### src/rtl/peripheral_dbg_pu_riscv_biu_burst_ctrl_if.sv
// Bundle of command, data-stream, status and BIU signals around the debug burst sequencer.
// The slave modport is the sequencer's view; master is the debug module plus bridge side.
interface peripheral_dbg_pu_riscv_biu_burst_ctrl_if #(
    parameter int ADDR_WIDTH = 32,
    parameter int DATA_WIDTH = 32,
    parameter int LEN_WIDTH  = 16
);
    logic                  cmd_valid;
    logic                  cmd_ready;
    logic [ADDR_WIDTH-1:0] cmd_addr;
    logic [LEN_WIDTH-1:0]  cmd_len;
    logic [3:0]            cmd_word_size;
    logic                  cmd_write;
    logic                  abort;

    logic [DATA_WIDTH-1:0] wr_data;
    logic                  wr_valid;
    logic                  wr_ready;
    logic [DATA_WIDTH-1:0] rd_data;
    logic                  rd_valid;
    logic                  rd_ready;

    logic                  busy;
    logic                  done;
    logic                  err;
    logic [LEN_WIDTH-1:0]  beats;

    logic                  biu_strb;
    logic                  biu_rw;
    logic [ADDR_WIDTH-1:0] biu_addr;
    logic [DATA_WIDTH-1:0] biu_di;
    logic [3:0]            biu_word_size;
    logic                  biu_rdy;
    logic [DATA_WIDTH-1:0] biu_do;
    logic                  biu_err;

    modport slave (
        input  cmd_valid, cmd_addr, cmd_len, cmd_word_size, cmd_write, abort,
        input  wr_data, wr_valid, rd_ready,
        input  biu_rdy, biu_do, biu_err,
        output cmd_ready, wr_ready, rd_data, rd_valid,
        output busy, done, err, beats,
        output biu_strb, biu_rw, biu_addr, biu_di, biu_word_size
    );

    modport master (
        output cmd_valid, cmd_addr, cmd_len, cmd_word_size, cmd_write, abort,
        output wr_data, wr_valid, rd_ready,
        output biu_rdy, biu_do, biu_err,
        input  cmd_ready, wr_ready, rd_data, rd_valid,
        input  busy, done, err, beats,
        input  biu_strb, biu_rw, biu_addr, biu_di, biu_word_size
    );
endinterface

### src/rtl/peripheral_dbg_pu_riscv_biu_burst_ctrl.sv
// Debug-module burst sequencer: expands one burst command into back-to-back single BIU
// accesses, streaming write data in and read data out, with completion and sticky error status.
module peripheral_dbg_pu_riscv_biu_burst_ctrl #(
    parameter int ADDR_WIDTH = 32,
    parameter int DATA_WIDTH = 32,
    parameter int LEN_WIDTH  = 16
) (
    input logic                                    biu_clk,
    input logic                                    biu_rst,
    peripheral_dbg_pu_riscv_biu_burst_ctrl_if.slave bus
);

    typedef enum logic [2:0] {
        ST_IDLE    = 3'd0,
        ST_CHECK   = 3'd1,
        ST_FETCH   = 3'd2,
        ST_STROBE  = 3'd3,
        ST_WAIT    = 3'd4,
        ST_DELIVER = 3'd5,
        ST_DONE    = 3'd6
    } state_t;

    state_t                state_r, state_s;

    logic [ADDR_WIDTH-1:0] addr_r, addr_s;
    logic                  rw_r, rw_s;
    logic [3:0]            ws_r, ws_s;
    logic [DATA_WIDTH-1:0] di_r, di_s;
    logic [DATA_WIDTH-1:0] rd_data_r, rd_data_s;
    logic [LEN_WIDTH-1:0]  beats_r, beats_s;
    logic [LEN_WIDTH-1:0]  len_r, len_s;
    logic                  err_r, err_s;

    logic                  cmd_ready_r;
    logic                  busy_r;
    logic                  wr_ready_r;
    logic                  rd_valid_r;
    logic                  strb_r;
    logic                  done_r;

    // Word size must be a power of two the data path can carry, and the address aligned to it.
    function automatic logic cmd_illegal(input logic [3:0] ws, input logic [ADDR_WIDTH-1:0] addr);
        logic                  size_bad;
        logic [ADDR_WIDTH-1:0] mask;
        case (ws)
            4'd1, 4'd2, 4'd4: size_bad = 1'b0;
            4'd8:             size_bad = (DATA_WIDTH == 64) ? 1'b0 : 1'b1;
            default:          size_bad = 1'b1;
        endcase
        mask = ADDR_WIDTH'(ws) - ADDR_WIDTH'(1'b1);
        return size_bad | ((addr & mask) != '0);
    endfunction

    // Next-state and next-datapath decode for the burst sequencer.
    always_comb begin
        state_s   = state_r;
        addr_s    = addr_r;
        rw_s      = rw_r;
        ws_s      = ws_r;
        di_s      = di_r;
        rd_data_s = rd_data_r;
        beats_s   = beats_r;
        len_s     = len_r;
        err_s     = err_r;

        case (state_r)
            ST_IDLE: begin
                if (bus.cmd_valid) begin
                    addr_s  = bus.cmd_addr;
                    rw_s    = ~bus.cmd_write;
                    ws_s    = bus.cmd_word_size;
                    len_s   = bus.cmd_len;
                    beats_s = '0;
                    err_s   = 1'b0;
                    state_s = ST_CHECK;
                end else begin
                    state_s = ST_IDLE;
                end
            end
            ST_CHECK: begin
                if (cmd_illegal(ws_r, addr_r)) begin
                    err_s   = 1'b1;
                    state_s = ST_DONE;
                end else if ((len_r == '0) || bus.abort) begin
                    state_s = ST_DONE;
                end else if (rw_r) begin
                    state_s = ST_STROBE;
                end else begin
                    state_s = ST_FETCH;
                end
            end
            ST_FETCH: begin
                if (bus.abort) begin
                    state_s = ST_DONE;
                end else if (bus.wr_valid) begin
                    di_s    = bus.wr_data;
                    state_s = ST_STROBE;
                end else begin
                    state_s = ST_FETCH;
                end
            end
            ST_STROBE: begin
                if (bus.biu_rdy) begin
                    state_s = ST_WAIT;
                end else begin
                    state_s = ST_STROBE;
                end
            end
            ST_WAIT: begin
                // Abort is deliberately not looked at here: the bus access must finish first.
                if (bus.biu_rdy) begin
                    beats_s = beats_r + LEN_WIDTH'(1'b1);
                    if (bus.biu_err) begin
                        err_s   = 1'b1;
                        state_s = ST_DONE;
                    end else if (rw_r) begin
                        rd_data_s = bus.biu_do;
                        state_s   = ST_DELIVER;
                    end else if (beats_s == len_r) begin
                        state_s = ST_DONE;
                    end else begin
                        addr_s  = addr_r + ADDR_WIDTH'(ws_r);
                        state_s = ST_FETCH;
                    end
                end else begin
                    state_s = ST_WAIT;
                end
            end
            ST_DELIVER: begin
                if (bus.rd_ready) begin
                    if ((beats_r == len_r) || bus.abort) begin
                        state_s = ST_DONE;
                    end else begin
                        addr_s  = addr_r + ADDR_WIDTH'(ws_r);
                        state_s = ST_STROBE;
                    end
                end else begin
                    state_s = ST_DELIVER;
                end
            end
            ST_DONE: begin
                state_s = ST_IDLE;
            end
            default: begin
                state_s = ST_IDLE;
            end
        endcase
    end

    // FSM state register.
    always_ff @(posedge biu_clk or posedge biu_rst) begin
        if (biu_rst) begin
            state_r <= ST_IDLE;
        end else begin
            state_r <= state_s;
        end
    end

    // Datapath registers and state-decoded outputs, registered off the next state.
    always_ff @(posedge biu_clk or posedge biu_rst) begin
        if (biu_rst) begin
            addr_r      <= '0;
            rw_r        <= 1'b1;
            ws_r        <= 4'd4;
            di_r        <= '0;
            rd_data_r   <= '0;
            beats_r     <= '0;
            len_r       <= '0;
            err_r       <= 1'b0;
            cmd_ready_r <= 1'b1;
            busy_r      <= 1'b0;
            wr_ready_r  <= 1'b0;
            rd_valid_r  <= 1'b0;
            strb_r      <= 1'b0;
            done_r      <= 1'b0;
        end else begin
            addr_r      <= addr_s;
            rw_r        <= rw_s;
            ws_r        <= ws_s;
            di_r        <= di_s;
            rd_data_r   <= rd_data_s;
            beats_r     <= beats_s;
            len_r       <= len_s;
            err_r       <= err_s;
            cmd_ready_r <= (state_s == ST_IDLE);
            busy_r      <= (state_s != ST_IDLE);
            wr_ready_r  <= (state_s == ST_FETCH);
            rd_valid_r  <= (state_s == ST_DELIVER);
            strb_r      <= (state_s == ST_STROBE);
            done_r      <= (state_s == ST_DONE);
        end
    end

    assign bus.cmd_ready     = cmd_ready_r;
    assign bus.busy          = busy_r;
    assign bus.done          = done_r;
    assign bus.err           = err_r;
    assign bus.beats         = beats_r;
    assign bus.wr_ready      = wr_ready_r;
    assign bus.rd_valid      = rd_valid_r;
    assign bus.rd_data       = rd_data_r;
    assign bus.biu_strb      = strb_r;
    assign bus.biu_rw        = rw_r;
    assign bus.biu_addr      = addr_r;
    assign bus.biu_di        = di_r;
    assign bus.biu_word_size = ws_r;

endmodule

### src/flat_wrapper.sv
// flat-port wrapper written by rule: the top's interface ports become plain ports
module peripheral_dbg_pu_riscv_biu_burst_ctrl_flat 
#(
    parameter int ADDR_WIDTH = 32,
    parameter int DATA_WIDTH = 32,
    parameter int LEN_WIDTH  = 16
)
  (biu_clk, biu_rst, bus_cmd_valid, bus_cmd_addr, bus_cmd_len, bus_cmd_word_size, bus_cmd_write, bus_abort, bus_wr_data, bus_wr_valid, bus_rd_ready, bus_biu_rdy, bus_biu_do, bus_biu_err, bus_cmd_ready, bus_wr_ready, bus_rd_data, bus_rd_valid, bus_busy, bus_done, bus_err, bus_beats, bus_biu_strb, bus_biu_rw, bus_biu_addr, bus_biu_di, bus_biu_word_size);
  peripheral_dbg_pu_riscv_biu_burst_ctrl_if #(.ADDR_WIDTH(ADDR_WIDTH), .DATA_WIDTH(DATA_WIDTH), .LEN_WIDTH(LEN_WIDTH)) bus_i ();
  input logic biu_clk;
  input logic biu_rst;
  input wire logic [$bits(bus_i.cmd_valid)-1:0] bus_cmd_valid;
  input wire logic [$bits(bus_i.cmd_addr)-1:0] bus_cmd_addr;
  input wire logic [$bits(bus_i.cmd_len)-1:0] bus_cmd_len;
  input wire logic [$bits(bus_i.cmd_word_size)-1:0] bus_cmd_word_size;
  input wire logic [$bits(bus_i.cmd_write)-1:0] bus_cmd_write;
  input wire logic [$bits(bus_i.abort)-1:0] bus_abort;
  input wire logic [$bits(bus_i.wr_data)-1:0] bus_wr_data;
  input wire logic [$bits(bus_i.wr_valid)-1:0] bus_wr_valid;
  input wire logic [$bits(bus_i.rd_ready)-1:0] bus_rd_ready;
  input wire logic [$bits(bus_i.biu_rdy)-1:0] bus_biu_rdy;
  input wire logic [$bits(bus_i.biu_do)-1:0] bus_biu_do;
  input wire logic [$bits(bus_i.biu_err)-1:0] bus_biu_err;
  output wire logic [$bits(bus_i.cmd_ready)-1:0] bus_cmd_ready;
  output wire logic [$bits(bus_i.wr_ready)-1:0] bus_wr_ready;
  output wire logic [$bits(bus_i.rd_data)-1:0] bus_rd_data;
  output wire logic [$bits(bus_i.rd_valid)-1:0] bus_rd_valid;
  output wire logic [$bits(bus_i.busy)-1:0] bus_busy;
  output wire logic [$bits(bus_i.done)-1:0] bus_done;
  output wire logic [$bits(bus_i.err)-1:0] bus_err;
  output wire logic [$bits(bus_i.beats)-1:0] bus_beats;
  output wire logic [$bits(bus_i.biu_strb)-1:0] bus_biu_strb;
  output wire logic [$bits(bus_i.biu_rw)-1:0] bus_biu_rw;
  output wire logic [$bits(bus_i.biu_addr)-1:0] bus_biu_addr;
  output wire logic [$bits(bus_i.biu_di)-1:0] bus_biu_di;
  output wire logic [$bits(bus_i.biu_word_size)-1:0] bus_biu_word_size;
  assign bus_i.cmd_valid = bus_cmd_valid;
  assign bus_i.cmd_addr = bus_cmd_addr;
  assign bus_i.cmd_len = bus_cmd_len;
  assign bus_i.cmd_word_size = bus_cmd_word_size;
  assign bus_i.cmd_write = bus_cmd_write;
  assign bus_i.abort = bus_abort;
  assign bus_i.wr_data = bus_wr_data;
  assign bus_i.wr_valid = bus_wr_valid;
  assign bus_i.rd_ready = bus_rd_ready;
  assign bus_i.biu_rdy = bus_biu_rdy;
  assign bus_i.biu_do = bus_biu_do;
  assign bus_i.biu_err = bus_biu_err;
  assign bus_cmd_ready = bus_i.cmd_ready;
  assign bus_wr_ready = bus_i.wr_ready;
  assign bus_rd_data = bus_i.rd_data;
  assign bus_rd_valid = bus_i.rd_valid;
  assign bus_busy = bus_i.busy;
  assign bus_done = bus_i.done;
  assign bus_err = bus_i.err;
  assign bus_beats = bus_i.beats;
  assign bus_biu_strb = bus_i.biu_strb;
  assign bus_biu_rw = bus_i.biu_rw;
  assign bus_biu_addr = bus_i.biu_addr;
  assign bus_biu_di = bus_i.biu_di;
  assign bus_biu_word_size = bus_i.biu_word_size;
  peripheral_dbg_pu_riscv_biu_burst_ctrl #(.ADDR_WIDTH(ADDR_WIDTH), .DATA_WIDTH(DATA_WIDTH), .LEN_WIDTH(LEN_WIDTH)) u_core (.biu_clk(biu_clk), .biu_rst(biu_rst), .bus(bus_i));
endmodule
### config.mk
export PLATFORM = sky130hd
export DESIGN_NAME = peripheral_dbg_pu_riscv_biu_burst_ctrl_flat
export DESIGN_NICKNAME = d
export VERILOG_FILES = /design/src/rtl/peripheral_dbg_pu_riscv_biu_burst_ctrl_if.sv /design/src/rtl/peripheral_dbg_pu_riscv_biu_burst_ctrl.sv /design/src/flat_wrapper.sv
export SDC_FILE = /design/constraint.sdc
export NUM_CORES = 1
export LEC_CHECK = 0
export CORE_MARGIN = 5
export CORE_UTILIZATION = 47
export DETAILED_ROUTE_END_ITERATION = 10
export PLACE_DENSITY = 0.88
export SLEW_MARGIN = 40
export SYNTH_ARGS = -nofsm -noshare
export SYNTH_HDL_FRONTEND = slang
export SYNTH_SLANG_ARGS = --single-unit
### constraint.sdc
create_clock -name biu_clk -period 6 [get_ports biu_clk]
set_clock_uncertainty 0.15 [all_clocks]
set_input_delay 1.2 -clock biu_clk [delete_from_list [all_inputs] [get_ports biu_clk]]
set_output_delay 1.2 -clock biu_clk [all_outputs]
set_load 0.01 [all_outputs]
==> results of run 1 <==
-- per-layer routing --
metal | wire length, microns | vias to the layer above
met5 | 11 | -
met3 | 1840 | 56
li1 | - | 3220
met2 | 10600 | 358
met4 | 734 | 2
met1 | 8890 | 3323
-- metrics by stage --
stage | utilization, % | cells | total power [mW] | cell area (sq um)
2_1_floorplan | - | 754 | 3.09 | 7490
3_3_place_gp | 64.0 | 1176 | 4.16 | 10100
3_5_place_dp | 64.1 | 1176 | 4.24 | 10100
4_1_cts | 68.1 | 1207 | 5.40 | 10700
5_1_grt | 68.2 | 1208 | 5.74 | 10700
6_report | 68.2 | 1209 | 5.38 | 10800
-- final cells by class --
type | count | area [sq um] | area share (%)
diodes | 2 | 5.00 | 0.0466
clock buffers | 19 | 453 | 4.21
clock inverters | 12 | 181 | 1.69
inverters | 20 | 87.6 | 0.815
multi-input cells | 541 | 3630 | 33.8
flip-flops and latches | 143 | 3580 | 33.3
well taps | 216 | 270 | 2.51
repair buffers | 256 | 2540 | 23.6
-- path summary, 6_finish.rpt --
path,end
setup / recovery,u_core.bus.biu_addr[30]
max in group asynchronous,u_core.bus.biu_rw
min in group asynchronous,u_core.bus.rd_data[6]
setup reg to reg,u_core.bus.biu_addr[30]
hold reg to reg,u_core.bus.err
hold / removal,u_core.bus.err
-- cells by family after synthesis --
family	count (synthesis)	synth area share [%]
and+or+nand+nor	258	17.7
AOI/OAI and AO/OA	175	14.7
DFF	143	47.8
muxes	74	11.2
buffers and inverters	70	3.98
xor gates and xnor gates	24	2.81
adders and majority gates	10	1.77
-- state kept, by name, indices dropped and copies added (netlist names) --
name and cells:
u_core.bus.cmd_ready 1, u_core.bus.biu_rw 1, u_core.bus.biu_strb 1, u_core.bus.rd_data 32, u_core.bus.wr_ready 1, u_core.state_r 3, u_core.bus.biu_addr 32, u_core.bus.biu_di 32
u_core.len_r 16, u_core.bus.biu_word_size 4, u_core.bus.rd_valid 1, u_core.bus.err 1, u_core.bus.done 1, u_core.bus.beats 16, u_core.bus.busy 1
-- cell usage in the layout (no fill, tap or decap), types with 6 or more instances in the layout --
cell type,Yosys,final
xor2_1,7,7
nor3_1,10,10
nor2_1,24,24
inv_1,20,19
ha_1,9,9
o22ai_1,12,12
o31ai_1,8,8
clkbuf_16,0,17
a21oi_1,31,31
clkdlybuf4s50_1,0,248
nor4_1,18,18
nand2b_1,7,6
nand4_1,20,20
nand2_1,112,112
a31oi_1,29,29
nand3_1,29,29
o21ai_0,51,51
mux2_2,66,66
xnor2_1,17,17
buf_4,4,8
dfrtp_1,140,140
o211ai_1,6,6
-- where the power goes --
group	switching [mW]	internal (mW)
clock network	0.417	0.719
logic	1.14	1.28
registers	0.440	1.38
==> results.toml, run 1 <==
[status]
run_status = "complete, no violations"

[synth]
synth.distinct_cells = 64
synth_commonest_cells = "140 x dfrtp_1, 112 x nand2_1, 66 x mux2_2, 51 x o21ai_0"
synthCells = 754
synth-edff-count = 0
synthFlopType = "dfrtp_1"
synth_top_area_share_pct = 46.8
synthesis.area_sq_um = 7490
yosys-top-cells-area = "dfrtp_1 47%, mux2_2 9.9%, nand2_1 5.6%"
synth.yosys.seq_area_share_pct = 47.8
synth_top_cell_by_area = "dfrtp_1"
yosysMostFrequentCell = "dfrtp_1"
yosysWarnings = 0
async_flop_share_pct = 100
ys_ff_latch = 143
syn_nets = 889
avgSynthCellArea_sq_um = 9.93

[critical_path]
crit_type = "flip-flop to flip-flop"
slowest_stage = "dfrtp_1"
r2r_slack_ns = 2.50
crit_cells = 10
critical-path-top-delay-family = "simple AND/OR/NAND/NOR gates"
cp_slowest_stage_delay_ns = 0.53
cp_max_fo = 31
reg2reg_from = "u_core.bus.beats[0]"
cp_cell_sequence = "ha_1 > nand3_4 > nor3_1 > mux2i_1 > a32oi_1 > nand4b_1 > buf_4 > and2_2 > buf_4 > a21oi_1"
crit_top_cell = "buf_4"
cp-start-kind = "flip-flop"
crit_start = "u_core.bus.beats[0]"
cp.required_ns = 6.14
crit_path_end_kind = "flip-flop"
path_buf_inv = 2
cp.arrival_ns = 3.64
rr_worst_depth = 10

[grt]
overflow = 0
met3_usage_pct = 6.29
grt_pass1_wl_microns = 35300
grt_util_met1_pct = 30.6
grt_usage_pct = 24.0
grt_pass1_vias = 6763
grt_max_degree = 114
grtUsageMet2_pct = 38.8
antenna_found_initial = 2
grt.busiest_layer = "met2"

[run]
maxCapViolCount = 0

[clocking]
post_cts_buffers = 0
path_clk_slew_ns = 0.06
tritoncts = "yes"
cts_buffer_depth = 2
root_buffer = "clkbuf_16"
htree_levels = 4
clk_latency_ns = 0.42
cts_resized = 0
cts_made_buffers = 17
hold_buffers = 0
cts_sinks = 143

[die]
rows = 46
start_util_pct = 47.5
pin_count = 249
dieHeight_microns = 136
core_sq_um = 15800
dieArea_sq_um = 18600
die_w_microns = 136

[sta]
whs_ns = 0.338
finalSetupTns_ns = 0
period_share_pct = 58.3
report.final.slew_viol_count = 0
rsz0062_at_grt = "no"
tightest_slew_ns = 0.786
fin_crit_ns = 3.50
hold_violations = 0
layout_setup_ws_ns = 2.50
max_freq_ghz = 0.286
setup_violations = 0
relSlewSlack_pct = 47.2

[finish]
fillers = 1262
syn_to_final_growth_pct = 43.6
drive_above_1_share_pct = 12.9
nets = 1114

[hold_path]
min_path_type = "flip-flop to flip-flop"
min_delay_path_depth = 1
hp-start = "u_core.bus.err"

[placement]
dp_hpwl_microns = 15800
place_ws_ns = 1.96
gp_congestion = 0.902
io_buffers = 248

[power]
powerDensity_nw_per_um2 = 501
leakage_nw = 4.41
ir_worst_vdd_v = 0.000302

[route]
num_vias = 6959
via_per_inst = 5.76
routedWlPerCell_microns = 18.2
first_iter_violations = 558
drtAntennaViolNets = 0
routed_wirelength_microns = 22100
drtPass1Iterations = 6
drc = 0
Note: power is estimated with default switching activity, not from simulation.
==> run 2: changes to the inputs <==
--- a/config.mk
+++ b/config.mk
@@ -6,9 +6,9 @@
 export NUM_CORES = 1
 export LEC_CHECK = 0
 export CORE_MARGIN = 5
-export CORE_UTILIZATION = 47
+export CORE_UTILIZATION = 42
 export DETAILED_ROUTE_END_ITERATION = 10
-export PLACE_DENSITY = 0.88
+export PLACE_DENSITY = 0.83
 export SLEW_MARGIN = 40
 export SYNTH_ARGS = -nofsm -noshare
 export SYNTH_HDL_FRONTEND = slang
==> constraint.sdc (replaced) <==
create_clock -name biu_clk -period 3.05 [get_ports biu_clk]
set_clock_uncertainty 0.15 [all_clocks]
set_input_delay 0.61 -clock biu_clk [delete_from_list [all_inputs] [get_ports biu_clk]]
set_output_delay 0.61 -clock biu_clk [all_outputs]
set_load 0.01 [all_outputs]
==> results.toml, run 2 (synthesis gave the netlist of run 1 again) <==
[grt]
grt_usage_pct = 21.9
grt_util_met1_pct = 28.5
overflow = 0
antenna_found_initial = 1
grt_pass1_wl_microns = 36000
met3_usage_pct = 5.59
grt_max_degree = 61
grt_pass1_vias = 6867
grtUsageMet2_pct = 35.9
grt.busiest_layer = "met2"

[sta]
relSlewSlack_pct = 59.6
rsz0062_at_grt = "no"
report.final.slew_viol_count = 0
fin_crit_ns = 2.87
finalSetupTns_ns = 0
hold_violations = 0
period_share_pct = 94.0
tightest_slew_ns = 0.604
layout_setup_ws_ns = 0.182
max_freq_ghz = 0.349
setup_violations = 0

[finish]
syn_to_final_growth_pct = 47.1
utilization_pct = 63.2
finalInstanceArea_sq_um = 11000
final_common_cell = "clkdlybuf4s50_1"
drive_above_1_share_pct = 15.6
nets = 1146
fillers = 1386
final_cell_mix = "248 x clkdlybuf4s50_1, 140 x dfrtp_1, 112 x nand2_1"

[critical_path]
crit_path_end_kind = "flip-flop"
cp-start-kind = "flip-flop"
rr_worst_depth = 9
cp.arrival_ns = 3.02
r2r_slack_ns = 0.18
crit_type = "flip-flop to flip-flop"
cp.required_ns = 3.20
cp_max_fo = 30
reg2reg_from = "u_core.bus.beats[1]"
r2r-end = "u_core.bus.wr_ready"

[clocking]
cts_sinks = 143
htree_levels = 4
path_clk_slew_ns = 0.06
cts_made_buffers = 17
hold_buffers = 0
clk_latency_ns = 0.42
post_cts_buffers = 0
tritoncts = "yes"
root_buffer = "clkbuf_16"
cts_buffer_depth = 2

[route]
routedWlPerCell_microns = 18.2
drtPass1Iterations = 5
drtAntennaViolNets = 0
first_iter_violations = 515
num_vias = 6978
routed_wirelength_microns = 22800
via_per_inst = 5.59
drc = 0

[hold_path]
min_delay_path_depth = 1
min_to = "u_core.bus.err"
hp-start = "u_core.bus.err"
min_path_type = "flip-flop to flip-flop"

[die]
core_sq_um = 17400
pin_count = 249
dieArea_sq_um = 20600
dieHeight_microns = 144
rows = 48
die_w_microns = 144
start_util_pct = 43.0

[power]
ir_worst_vdd_v = 0.000517
finalPower_mw = 10.6
leakage_nw = 4.57
powerDensity_nw_per_um2 = 967

[status]
run_status = "complete, no violations"

[placement]
io_buffers = 248
placed_area_sq_um = 10400
gp_congestion = 0.933
dp_hpwl_microns = 17100
place_ws_ns = 0.108

[run]
maxCapViolCount = 0
## run 2: area by class of cell
class	instances	area, sq um	area share [%]
antenna	1	2.50	0.0227
sequential	143	3580	32.5
multi-input combinational	541	3630	33.0
timing repair buffer	288	2820	25.6
clock inverter	12	159	1.44
clock buffer	19	453	4.11
tap	225	282	2.56
inverter	20	78.8	0.716
## run 2: power breakdown
group	total, mW	internal [mW]	switching, mW
Combinational	4.98	2.64	2.35
Sequential	3.51	2.72	0.789
Clock	2.15	1.33	0.819
## run 2: critical path: stages, from the launching register on
cell	delay (ns)
dfrtp_1	0.41
ha_1	0.31
nand3_4	0.17
nor4_2	0.37
xnor2_1	0.10
nor4_1	0.29
nand4b_1	0.23
buf_6	0.25
and4b_1	0.27
and3_1	0.20
## run 2: metal layers
metal / part of all wire (%) / wire [microns] / vias to the layer above
met5: 0 / 0 / -
met4: 2.4 / 547 / 0
met3: 7.9 / 1790 / 36
met2: 49 / 11100 / 311
met1: 41 / 9300 / 3363
li1: - / - / 3268
## run 2: what timing repair did
| item | 4_1_cts | 5_1_grt |
|---|---|---|
| endpoints found under the setup margin | 0 | 28 |
| resized for setup | 0 | 3 |
| endpoints found under the hold margin | 0 | 0 |
## run 2: how the worst max path moves through the flow
stage | start | to
finish | u_core.bus.beats[1] | u_core.bus.wr_ready
global route | u_core.bus.beats[1] | u_core.bus.biu_addr[13]
CTS | u_core.bus.beats[1] | u_core.bus.biu_addr[13]
detailed placement | u_core.bus.beats[1] | u_core.bus.biu_addr[13]
global placement | u_core.bus.beats[1] | u_core.bus.biu_addr[25]
floorplan | u_core.bus.beats[0] | u_core.bus.biu_addr[0]
## run 2: per-stage QoR
stage,hold WS [ns],std cells
CTS,0.347,1248
detailed placement,0.334,1217
global route,0.365,1249
floorplan,0.337,754
global placement,0.323,1217
finish,0.343,1249
